[config.mk]
export PLATFORM = sky130hd
export DESIGN_NAME = sum_tree_pipe
export DESIGN_NICKNAME = d
export VERILOG_FILES = /design/src/rtl/sum_tree_pipe.sv
export SDC_FILE = /design/constraint.sdc
export NUM_CORES = 1
export LEC_CHECK = 0
export BUFFER_PORTS_ARGS = -buffer_cell sky130_fd_sc_hd__buf_2
export CAP_MARGIN = 30
export CORE_ASPECT_RATIO = 0.6
export CORE_MARGIN = 2
export CORE_UTILIZATION = 60
export DETAILED_ROUTE_END_ITERATION = 16
export HOLD_SLACK_MARGIN = 0.03
export PLACE_DENSITY = 0.91
export SLEW_MARGIN = 15
export SYNTH_ARGS = -nofsm -noshare
export SYNTH_HDL_FRONTEND = slang
export SYNTH_SLANG_ARGS = --single-unit
[constraint.sdc]
create_clock -name Clk -period 27 [get_ports Clk]
set_clock_uncertainty 0.05 [all_clocks]
set_input_delay 1.35 -clock Clk [delete_from_list [all_inputs] [get_ports Clk]]
set_output_delay 1.35 -clock Clk [all_outputs]
set_load 0.01 [all_outputs]
[src/rtl/sum_tree_pipe.sv]
// Pipelined unsigned reduction adder: registered binary tree with optional accumulate window.
// Build option: SUMTREE_SIGNED_EN selects two's-complement operands and signed overflow.

module sum_tree_node #(
    parameter int W   = 8,
    parameter bit SGN = 1'b0
) (
    input  logic         Clk,
    input  logic         en,
    input  logic [W-1:0] a,
    input  logic [W-1:0] b,
    output logic [W:0]   s
);
    // Data registers carry no reset; only the valid bits define pipeline contents.
    always_ff @(posedge Clk)
        if (en) s <= {SGN & a[W-1], a} + {SGN & b[W-1], b};
endmodule

module sum_tree_pipe #(
    parameter int DATAWIDTH = 8,
    parameter int NUM_IN    = 16,
    parameter int OUTWIDTH  = 32,
    parameter int CNTWIDTH  = 8
) (
    input  logic                        Clk,
    input  logic                        Rst,
    input  logic [NUM_IN*DATAWIDTH-1:0] In,
    input  logic                        InValid,
    output logic                        InReady,
    input  logic                        Mode,
    input  logic [CNTWIDTH-1:0]         AccLen,
    output logic [OUTWIDTH-1:0]         Final,
    output logic                        OutValid,
    input  logic                        OutReady,
    output logic                        Ovf
);
    localparam int L   = $clog2(NUM_IN);
    localparam int RW  = DATAWIDTH + L;
    localparam int MSB = OUTWIDTH - 1;
`ifdef SUMTREE_SIGNED_EN
    localparam bit SGN = 1'b1;
`else
    localparam bit SGN = 1'b0;
`endif

    generate
        if (NUM_IN < 2 || (1 << L) != NUM_IN) begin : g_bad_num_in
            $error("sum_tree_pipe: NUM_IN must be a power of 2 and at least 2");
        end
        if (OUTWIDTH < RW) begin : g_bad_outwidth
            $error("sum_tree_pipe: OUTWIDTH must be at least DATAWIDTH+log2(NUM_IN)");
        end
    endgenerate

    logic                    advance;
    logic [L:0]              vld_pipe;
    logic [L:0]              mode_pipe;
    logic [L:0][CNTWIDTH-1:0] len_pipe;

    // A single global stall: nothing moves while a result waits on the output.
    assign advance = !OutValid || OutReady;
    assign InReady = advance;

    always_ff @(posedge Clk or negedge Rst)
        if (!Rst)         vld_pipe <= '0;
        else if (advance) vld_pipe <= {vld_pipe[L-1:0], InValid};

    // Each sample carries its own Mode/AccLen so the window sees accept-time settings.
    always_ff @(posedge Clk)
        if (advance) begin
            mode_pipe <= {mode_pipe[L-1:0], Mode};
            len_pipe  <= {len_pipe[L-1:0], AccLen};
        end

    genvar j, k;
    generate
        for (j = 0; j <= L; j++) begin : lvl
            logic [DATAWIDTH+j-1:0] s [NUM_IN>>j];
            if (j == 0) begin : g_in
                for (k = 0; k < NUM_IN; k++) begin : elem
                    always_ff @(posedge Clk)
                        if (advance) s[k] <= In[k*DATAWIDTH +: DATAWIDTH];
                end
            end else begin : g_add
                for (k = 0; k < (NUM_IN >> j); k++) begin : node
                    sum_tree_node #(.W(DATAWIDTH+j-1), .SGN(SGN)) u_node (
                        .Clk (Clk),
                        .en  (advance),
                        .a   (lvl[j-1].s[2*k]),
                        .b   (lvl[j-1].s[2*k+1]),
                        .s   (s[k])
                    );
                end
            end
        end
    endgenerate

    logic [OUTWIDTH-1:0] res, acc, sum;
    logic [OUTWIDTH:0]   add_full;
    logic [CNTWIDTH-1:0] cnt, lat_len, cur_len, len1;
    logic                lat_mode, cur_mode, sticky, wrap, last;

    generate
        if (SGN) begin : g_sext
            assign res = OUTWIDTH'($signed(lvl[L].s[0]));
        end else begin : g_zext
            assign res = OUTWIDTH'(lvl[L].s[0]);
        end
    endgenerate

    // Window settings come from the sample itself when it opens a window.
    always_comb begin
        cur_mode = (cnt == '0) ? mode_pipe[L] : lat_mode;
        cur_len  = (cnt == '0) ? len_pipe[L]  : lat_len;
        len1     = (cur_len == '0) ? CNTWIDTH'(1) : cur_len;
        last     = (cnt == len1 - CNTWIDTH'(1));
        add_full = {1'b0, acc} + {1'b0, res};
        sum      = add_full[OUTWIDTH-1:0];
        wrap     = SGN ? ((acc[MSB] == res[MSB]) && (sum[MSB] != acc[MSB]))
                       : add_full[OUTWIDTH];
    end

    always_ff @(posedge Clk or negedge Rst)
        if (!Rst) begin
            Final    <= '0;
            OutValid <= 1'b0;
            Ovf      <= 1'b0;
            acc      <= '0;
            cnt      <= '0;
            sticky   <= 1'b0;
            lat_mode <= 1'b0;
            lat_len  <= '0;
        end else if (advance) begin
            OutValid <= 1'b0;
            if (vld_pipe[L]) begin
                if (!cur_mode) begin
                    Final    <= res;
                    Ovf      <= 1'b0;
                    OutValid <= 1'b1;
                end else if (last) begin
                    Final    <= sum;
                    Ovf      <= sticky | wrap;
                    OutValid <= 1'b1;
                    acc      <= '0;
                    cnt      <= '0;
                    sticky   <= 1'b0;
                end else begin
                    acc      <= sum;
                    cnt      <= cnt + CNTWIDTH'(1);
                    sticky   <= sticky | wrap;
                    lat_mode <= cur_mode;
                    lat_len  <= cur_len;
                end
            end
        end
endmodule

After elaboration in Yosys (flattened, before gate mapping)
Memory sizes are Yosys's and may differ from the RTL's.
Cells that the tools add are included.

storage, ports and cells
  bits in writable memories = 128
  word-level logic and storage cells = 75
  input port bits = 141
  memories = 1
  flip-flop bits (word level) = 280

operators by class
  equal/unequal tests = 2
  reduce and logical (&&, ||, !) cells = 7
  add/sub/neg operators = 18
  mux-type cells = 15
  bitwise operators = 2

memory list
  memory    depth  bits a word  read ports  clocked after memory_dff  wr ports  RTL line  text
  lvl[0].s  16     8            16          0                         16        78        logic [DATAWIDTH+j-1:0] s [NUM_IN>>j];

operators with widths
  kind                                               number
  2-to-1 mux 32 bit                                  3
  adder 8 x 8 -> 9 bit                               8
  adder 9 x 9 -> 10 bit                              4
  adder 32 x 12 -> 33 bit                            1
  2-to-1 mux 8 bit                                   3
  adder 10 x 10 -> 11 bit                            2
  zero test 8 bit                                    2
  adder 11 x 11 -> 12 bit                            1
  2-to-1 mux 1 bit                                   9
  adder 8 x 1 -> 8 bit (second input constant)       1
  equality test 8 bit                                1
  subtractor 8 x 1 -> 8 bit (second input constant)  1
  AND reduction 3 bit                                2
  AND reduction 4 bit                                1
  != test 2 x 1 -> 1 bit (second input constant)     1
  zero test 1 bit                                    1
  logical OR 1 bit                                   1
  inverter 1 bit                                     1
  OR 1 bit                                           1

Depth between registers and ports, before layout
Gate-level depths: netlist of the first run.

  depth after elaboration = 9
  gate-level depth with buffers = 18
  gate-level depth less buffers = 14

Hierarchy
A second synthesis of the first run with hierarchy kept.

second synthesis, totals
  cell total of the unflattened synthesis = 1544
  area total of the unflattened synthesis = 20211.9 µm²

by module, submodules not included
  module                                           instances  cells an instance  sequential area each (µm²)  area an instance (µm²)
  sum_tree_pipe                                    1          719                7422.1                      10472.5
  sum_tree_node (lvl[1].g_add.node[0].u_node ...)  8          51                 270.3                       594.3
  sum_tree_node (lvl[3].g_add.node[0].u_node ...)  2          65                 330.3                       758.2
  sum_tree_node (lvl[2].g_add.node[2].u_node ...)  2          52                 300.3                       654.4
  sum_tree_node (lvl[2].g_add.node[0].u_node ...)  2          52                 300.3                       648.1
  sum_tree_node (lvl[4].g_add.node[0].u_node)      1          79                 360.3                       863.3

Least setup slack after synthesis of the first run
No wires, ideal clock.

  path kind = input-to-reg
  start point = input OutReady
  end point = register acc[24]
  cell stages on the path = 9
  buffers on the path = 4
  setup slack = 14.626 ns
  library setup time = 0.121 ns
  arrival = 12.203 ns
  cells stage by stage = nand2b_1 -> clkbuf_1 -> and2_1 -> clkbuf_1 -> nor2b_1 -> clkbuf_1 -> clkbuf_1 -> o21ai_0 -> a22o_1

on the way
  word-level cells in the longest chain between the ends = 2

RTL lines
  element                        RTL line  text
  start: declaration             34        input logic OutReady,
  logical OR 1 bit               61        assign advance = !OutValid || OutReady;
  via InReady                    29        output logic InReady,
  AND reduction 3 bit (no line)  n/a
  end signal: assignment         148       acc <= sum;
  end: declaration               98        logic [OUTWIDTH-1:0] res, acc, sum;

The timed path passes the listed nets, and every way through them passes these cells.
A chain may end at the register's enable or synchronous reset.

Final worst setup path of the first run
  start point = register cnt[0]
  end point = register Final[3]

on the way
  word-level cells in the longest chain between the ends = 8
  elaborated cells on any way between the ends = 10
  classes of those cells = add/sub (1); eq/ne (2); mux (4); reduce/logical (3)

RTL lines
  element                           RTL line  text
  start: declaration                100       logic [CNTWIDTH-1:0] cnt, lat_len, cur_len, len1;
  start signal: assignment          149       cnt <= cnt + CNTWIDTH'(1);
  zero test 8 bit                   113, 114
  2-to-1 mux 8 bit                  114       cur_len = (cnt == '0) ? len_pipe[L] : lat_len;
  zero test 8 bit                   115       len1 = (cur_len == '0) ? CNTWIDTH'(1) : cur_len;
  2-to-1 mux 8 bit                  115
  subtractor 8 x 1 -> 8 bit         116       last = (cnt == len1 - CNTWIDTH'(1));
  equality test 8 bit               116
  != test 2 x 1 -> 1 bit (no line)  n/a
  AND reduction 3 bit (no line)     n/a
  end signal: assignment            137       Final <= res;
  end signal: assignment            141       Final <= sum;
  end: declaration                  32        output logic [OUTWIDTH-1:0] Final,

Several ways; a longest one is shown, not always the timed one.

==> impl_results.md, run 1 <==
- Status: complete, no violations
- Reg2Reg Depth: 15
- Slew @ Worst Pin: just under 0.9 ns
- Clock share of power: 0.231
- Hold crit path type: flip-flop to flip-flop
- RSZ-0062 raised after global routing: no
- PD cells: roughly 110 mW/mm^2
- Top cells by count, synth: edfxtp_1 (319), inv_1 (149), ha_1 (146)
- Antenna Nets Post-Route: 0
- Cts bufs inserted: 39
- GRT Total Usage: 0.2272
- Min-delay src: len_pipe[1]$_DFFE_PN_
- Clock root cell: clkbuf_16
- I/O pin cnt: 176
- Nets: roughly 2,000
- Vias in the first global route: 11,800
- Number of synthesized register bits: between 400 and 500
- Clock-pin slew on the worst setup and hold paths: 0.06 ns
- Die extent in y: ~140 um
- Worst reg2reg endpoint: Final[3]$_DFFE_PN0P_
- Fmax: between 0.2 and 0.25 GHz
- Sw frac: 0.3205
- Post-synth EDFFs: 319
- Hold worst-path end: len_pipe[9]$_DFFE_PN_
- GRT overflow: 0
- Port-buffer cells: 175
- Max VDD drop: 0.06760 mV
- Top-count cell post-synth: edfxtp_1
- Final non-filler cell total: ~2,100
- Worst R2R Start: cnt[0]$_DFFE_PN0P_
- Routed wl met3: ~2.6 mm
- Highest routed layer: met4
- HPWL after DPL: 27.12 mm
- Hold depth: 0
- Leakage: about 9.6 nW
- TritonRoute pass-1 iters: 5
- First-pass GRT wire length: 60.81 mm
- Hold_buf cts: 0
- Cells after Synth: ~1,500
- Worst skew pair latency: roughly 0.56 ns
- Seq/Total Area, Yosys: 0.6029
- Ys async rst share: 0.2181
- Chip width: ~240 um
- Primary FF master, synth: edfxtp_1
- Setup violators final: 0
- Largest cells by area after synthesis: edfxtp_1 (49%), dfrtp_1 (11%), ha_1 (9.3%)
- Via count: 11,938
- Largest area contributor in the netlist: edfxtp_1
- Crit Path Category: flip-flop to flip-flop
- Die area: about 0.034 sq mm
- CTS tree: yes
- H-tree Lvls: 2
- Inst Count DP: 2,059
- Synth top area share: 0.4892
- Mapped Area: roughly 0.02 sq mm
- Setup TNS Final: 0 ns
- Syn Area/Cell: 13.24 sq um
- Rows: 51
- Routed WL: 37.86 mm
- P&R area growth vs syn: 14.52%
- Number of clock sinks: slightly above 400
- WL met2: roughly 17 mm
- Count of cell types in the netlist: 66
- Fraction of layout cells with a size suffix above 1: 0.1783
- Type of origin of the critical path: flip-flop
- Sequential power share: 0.430
- Syn_nets: 1,782
- Tmin final: a little under 5 ns
- Period utilization: 0.1796
- Initial antenna violation count: 0
- DR iter-0 viols: just over 900
- Setup repair bufs after CTS: 0
- Logic pwr share: 0.339
- Slew Limit Headroom: 0.4179
- Largest net degree at the start of global routing: between 90 and 100
- Slew Limit Fails: 0
- M1 WL: between 15 and 20 mm
- Max clock buf depth: 3
- Internal: approximately 1.7 mW
- P_sw: around 0.8 mW
- CP Data Required Time: 27.37 ns
- Critical Path End Type: flip-flop
- Post-cts resize count: 0
- Antenna diodes: 0
- Fin. Hold Viols: 0
- Yosys warning total: 0
- Number of remaining DRC errors: 0
- Core area: roughly 0.032 sq mm
- CP Max Fanout: 45
- Global placement routability congestion: 0.8779
- DR vias/cell: between 5 and 6
- Routed WL per cell: approximately 18 um
- Data arrival, critical path: 5.22 ns
- Max_cap viols: 0
- Initial Utilization: 0.6064
- R2R setup slack: 22.15 ns
-- through the flow --
step	worst slack, ns	hold WS (ns)	instance area (sq um)	total power [mW]	util
after global routing	21.78	0.3715	22420	2.655	0.6945
after floorplan	14.63	0.3503	19580	1.725	-
final	22.15	0.3668	22420	2.490	0.6945
after global placement	22.25	0.3510	20900	1.849	0.6473
after CTS	22.11	0.3687	22310	2.497	0.6911
after detailed placement	22.12	0.3552	20950	1.910	0.6490
-- layout by cell type (no fill, tap or decap), types with 15 or more instances in the layout --
master	count
edfxtp_1	319
buf_2	174
inv_1	149
ha_1	146
a21oi_1	99
o21ai_0	92
dfrtp_1	89
xnor2_1	84
nand2_1	59
a21o_1	54
nor2_1	48
xor2_1	43
clkbuf_16	39
o21bai_1	24
mux2_2	20
o22ai_2	20
a22o_1	19
nand3_1	18
fa_1	16
nor2b_1	15
-- power groups by stage --
| stage | sequential [mW] | combinational (mW) | clock (mW) |
|---|---|---|---|
| 2_1_floorplan | 1.09 | 0.636 | 0 |
| 3_3_place_gp | 1.07 | 0.774 | 0 |
| 3_5_place_dp | 1.08 | 0.828 | 0 |
| 4_1_cts | 1.07 | 0.839 | 0.585 |
| 5_1_grt | 1.09 | 0.957 | 0.612 |
| 6_report | 1.07 | 0.844 | 0.575 |
-- flip-flops by register name, summed over array words and instances (netlist names) --
| signal | flops |
|---|---|
| Final | 32 |
| Ovf | 1 |
| cnt | 8 |
| mode_pipe | 5 |
| len_pipe | 40 |
| vld_pipe | 5 |
| lvl.g_add.node.u_node.s | 146 |
| lvl.s | 128 |
| acc | 32 |
| sticky | 1 |
| OutValid | 1 |
| lat_len | 8 |
| lat_mode | 1 |
-- worst max-delay path, cell delays in order (launching register included) --
cell	delay [ns]
dfrtp_1	0.43
inv_1	0.12
ha_1	0.15
or3b_2	0.59
nor2_8	0.19
mux2i_1	0.29
ha_1	0.27
nor3b_1	0.43
o21ai_1	0.12
a21oi_1	0.14
a311oi_1	0.06
nor4_1	0.31
and2_1	0.17
buf_4	0.42
o21a_4	0.57
mux2_2	0.40
-- logic make-up after synthesis --
group,count (synthesis),share of synthesized area
AO/OA/AOI/OAI,360,0.1212
XOR/XNOR,127,0.05681
buffers and inverters,178,0.03668
flip-flops,408,0.6029
adder cells (fa/ha/maj),162,0.1096
AND/OR/NAND/NOR,219,0.05847
multiplexers,25,0.01431
-- layout make-up --
type,instances,area [sq um]
clock buffer,48,1020
clock inverter,24,340.3
fill,2135,9864
inverter,149,559.3
multi-input combinational,893,7064
sequential,408,11810
tap,424,530.5
timing repair buffer,189,1104
-- worst max-delay path by stage --
stage	start	endpoint	depth (start not counted)
final	cnt[0]$_DFFE_PN0P_	Final[3]$_DFFE_PN0P_	15
after global routing	cnt[0]$_DFFE_PN0P_	Final[0]$_DFFE_PN0P_	15
after CTS	cnt[5]$_DFFE_PN0P_	sticky$_DFFE_PN0P_	13
after detailed placement	cnt[0]$_DFFE_PN0P_	sticky$_DFFE_PN0P_	15
after global placement	cnt[4]$_DFFE_PN0P_	sticky$_DFFE_PN0P_	13
after floorplan	OutReady	acc[24]$_DFFE_PN0P_	9
-- routing by layer --
layer / vias to the layer above / global-route usage
met1: 5685 / 0.3326
met5: - / 0
met4: 0 / 0.06554
li1: 5795 / -
met2: 399 / 0.3471
met3: 59 / 0.04706
No activity file was read; power rests on OpenSTA's default activity.
==> inputs of run 2 (changes only) <==
--- a/config.mk
+++ b/config.mk
@@ -5,6 +5,7 @@
 export SDC_FILE = /design/constraint.sdc
 export NUM_CORES = 1
 export LEC_CHECK = 0
+export ABC_AREA = 1
 export BUFFER_PORTS_ARGS = -buffer_cell sky130_fd_sc_hd__buf_2
 export CAP_MARGIN = 30
 export CORE_ASPECT_RATIO = 0.6
==> constraint.sdc (replaced) <==
create_clock -name Clk -period 5.1 [get_ports Clk]
set_clock_uncertainty 0.05 [all_clocks]
set_input_delay 0.255 -clock Clk [delete_from_list [all_inputs] [get_ports Clk]]
set_output_delay 0.255 -clock Clk [all_outputs]
set_load 0.01 [all_outputs]
==> run 2 against run 1 <==
Register-to-register slack lost 21 ns. Area after synthesis shrank 0.27%. Non-clock buffer count grew 133. Combinational power grew to 4.4 times the previous value. Total power grew to 4.6 times the previous value. Sequential power grew to 4.5 times the previous value. Global-route usage grew 3.4 points. Routed wire length grew 17%. Via count grew 14%. Flip-flop and latch count is the same. Final cell count grew 16%. Clock power grew to 5.0 times the previous value. Critical endpoint unchanged. Highest routed layer unchanged.
==> impl_results.md, run 2 <==
- Status: complete, no violations
- Die area: 0.03405 sq mm (-0.27%)
- Routed WL per cell: 17.94 um (+1.2%)
- Largest registers: lvl.g_add.node.u_node.s x146, lvl.s x128, len_pipe x40
- Seq/Total Area, Yosys: 0.6046 (+0.001661)
- First-pass GRT wire length: 69.83 mm (+15%)
- Ys async rst share: 0.2181 (unchanged)
- I/O pin cnt: 176 (unchanged)
- RSZ-0062 raised after global routing: no
- Cells after Synth: 1,679 (+14%)
- Period utilization: 0.7157 (+0.5362)
- Max clock buf depth: 3 (unchanged)
- Critical Path End Type: flip-flop
- DR iter-0 viols: 1,216 (+31%)
- Syn_nets: 1,982 (+11%)
- Routed WL: 44.42 mm (+17%)
- GRT Total Usage: 0.2608 (+0.03362)
- Max_cap viols: 0 (unchanged)
- Crit Path Category: flip-flop to flip-flop
- Type of origin of the critical path: flip-flop
- Antenna Nets Post-Route: 0 (unchanged)
- Worst path cell trace: inv_1 > ha_1 > nand2_2 > nor2_4 > nand2_4 > nand2_1 > nand2_2 > nand2_1 > nor2_2 > nand2_4 > nand2_2 > inv_1 > ha_1 > inv_1 > nor2_1 > nand3_1 > nand2_1 > nand3_2 > nor2_4 > nand2_4 > nand2_4 > nand2_4 > nand2_1 > nand2_1
- Largest area contributor in the netlist: edfxtp_1
- Slew Limit Headroom: 0.4410 (+0.02314)
- DR vias/cell: 5.483 (-1.9%)
- Flip-flop count of the largest register after layout: 146 (unchanged)
- Rows: 51 (unchanged)
- CP Data Required Time: 5.47 ns (-21.90 ns)
- Max stage delay cell, worst path: dfrtp_1
- CTS tree: yes
- Fraction of layout cells with a size suffix above 1: 0.1316 (-0.04662)
- Inst Count DP: 2,265 (+10%)
- Post-synth EDFFs: 319 (unchanged)
- Filler cell count: 1,965 (-8.0%)
- Initial Utilization: 0.6060 (about the same)
- Largest net degree at the start of global routing: 194 (+110%)
- Fin. Hold Viols: 0 (unchanged)
- Top cells by count, synth: edfxtp_1 (319), nand2_1 (291), inv_1 (212)
- Leading cell type in the layout, fill and taps excluded: edfxtp_1
- Slew Limit Fails: 0 (unchanged)
- Post-cts resize count: 0 (unchanged)
- Finished Core Util: 0.7302 (+0.03574)
- Primary FF master, synth: edfxtp_1
- GRT overflow: 0 (unchanged)
- Hold crit path type: input pin to flip-flop
- HPWL after DPL: 26.71 mm (-1.5%)
- Syn Area/Cell: 11.63 sq um (-12%)
- Data arrival, critical path: 4.02 ns (-1.20 ns)
- Mapped Area: 0.01953 sq mm (-0.27%)
- Most frequent cells in the layout: edfxtp_1 (319), nand2_1 (291), inv_1 (212)
- Chip width: 236.9 um (-0.13%)
- Count of cell types in the netlist: 43 (-35%)
- Die extent in y: 143.7 um (-0.14%)
- Slew @ Worst Pin: 0.8385 ns (-0.03150 ns)
- Port-buffer cells: 175 (unchanged)
- Number of synthesized register bits: 408 (unchanged)
- Slowest Stage Delay on Critical Path: 0.45 ns (-0.14 ns)
- Leakage: 10.82 nW (+13%)
- PD cells: 486.4 mW/mm^2 (+340%)
- Via count: 13,577 (+14%)
- Core area: 0.03222 sq mm (-0.20%)
- Synth top area share: 0.4905 (+0.001348)
- Tmin final: 3.650 ns (-1.198 ns)
- Largest cells by area after synthesis: edfxtp_1 (49%), dfrtp_1 (11%), ha_1 (9.4%)
- Clock root cell: clkbuf_16
- Vias in the first global route: 13,721 (+16%)
- Setup TNS Final: 0 ns (unchanged)
- H-tree Lvls: 2 (unchanged)
- Fmax: 0.2740 GHz (+33%)
- Register with the highest flop count: lvl.g_add.node.u_node.s
- Top-count cell post-synth: edfxtp_1
- Cts bufs inserted: 39 (unchanged)
- Nets: 2,326 (+17%)
- Clock-pin slew on the worst setup and hold paths: 0.07 ns (about the same)
- Number of clock sinks: 408 (unchanged)
- P&R area growth vs syn: 20.50%
- Worst skew pair latency: 0.54 ns (-0.02 ns)
- CP Max Fanout: 34 (-24%)
- Global placement routability congestion: 0.9090 (+3.5%)
- Initial antenna violation count: 1 (+1)
- Setup repair bufs after CTS: 0 (unchanged)
- Max VDD drop: 0.2677 mV (+300%)
- Yosys warning total: 0 (unchanged)
- Final non-filler cell total: 2,476 (+16%)
- Setup violators final: 0 (unchanged)
- TritonRoute pass-1 iters: 5 (unchanged)
- Number of remaining DRC errors: 0 (unchanged)
## run 2: critical path: cells and delay by family (launching register included)
family                   cells  cell delay, ns
adder cells (fa/ha/maj)      2            0.39
buffers and inverters        3            0.26
flip-flops                   1            0.45
AND/OR/NAND/NOR             19            2.38
## run 2: per-layer routing
layer	routed length, um	global-route usage	vias to the layer above
met5	0	0	-
met4	1530	0.09360	0
met3	2745	0.04552	118
met2	21220	0.4433	564
met1	18920	0.3421	6460
li1	-	-	6435
## run 2: power by group
group / switching [mW] / internal, mW
registers: 0.369 / 4.46
logic: 2.25 / 1.49
clock network: 1.28 / 1.59
## run 2: what timing repair did
item,4_1_cts,5_1_grt
endpoints found under the hold margin,160,0
setup endpoints to repair,0,0
hold buffers,139,0
## run 2: layout make-up
type                            instances  area [sq um]  share of cell area
Antenna cell                            1         2.502           0.0001063
Sequential cell                       408         11810              0.5017
Clock inverter                         20         197.7            0.008401
Timing Repair Buffer                  322          2370              0.1007
Clock buffer                           49          1023             0.04349
Inverter                              219         834.6             0.03547
Multi-Input combinational cell       1033          6766              0.2876
Tap cell                              424         530.5             0.02254
## run 2: path summary, 6_finish.rpt
path                                                 to  slack [ns]  cells after the start                   start
worst max-delay path               Final[3]$_DFFE_PN0P_        1.45                     24      cnt[1]$_DFFE_PN0P_
worst min-delay path            vld_pipe[2]$_DFFE_PN0N_        0.07                      4                OutReady
worst max register to register     Final[3]$_DFFE_PN0P_        1.45                     24      cnt[1]$_DFFE_PN0P_
worst min register to register   len_pipe[39]$_DFFE_PN_        0.36                      0  len_pipe[31]$_DFFE_PN_
max in group asynchronous       vld_pipe[2]$_DFFE_PN0N_        3.75                      3                     Rst
min in group asynchronous          Final[0]$_DFFE_PN0P_        0.10                      2                     Rst
## run 2: cell families after synthesis
logic type,synth area share
and+or+nand+nor,0.1079
DFF,0.6046
AOI/OAI and AO/OA,0.07170
buffers and inverters,0.04889
adders and majority gates,0.1100
xor gates and xnor gates,0.05696
## run 2: stage by stage
stage	instance area [sq um]	total power [mW]	hold slack (ns)	setup slack [ns]
2_1_floorplan	19530	7.437	-0.09059	1.874
3_3_place_gp	20860	8.155	0.1113	1.332
3_5_place_dp	20860	8.388	0.1165	1.129
4_1_cts	23470	11.30	0.05184	1.155
5_1_grt	23530	12.11	0.08942	1.091
6_report	23530	11.44	0.06502	1.450
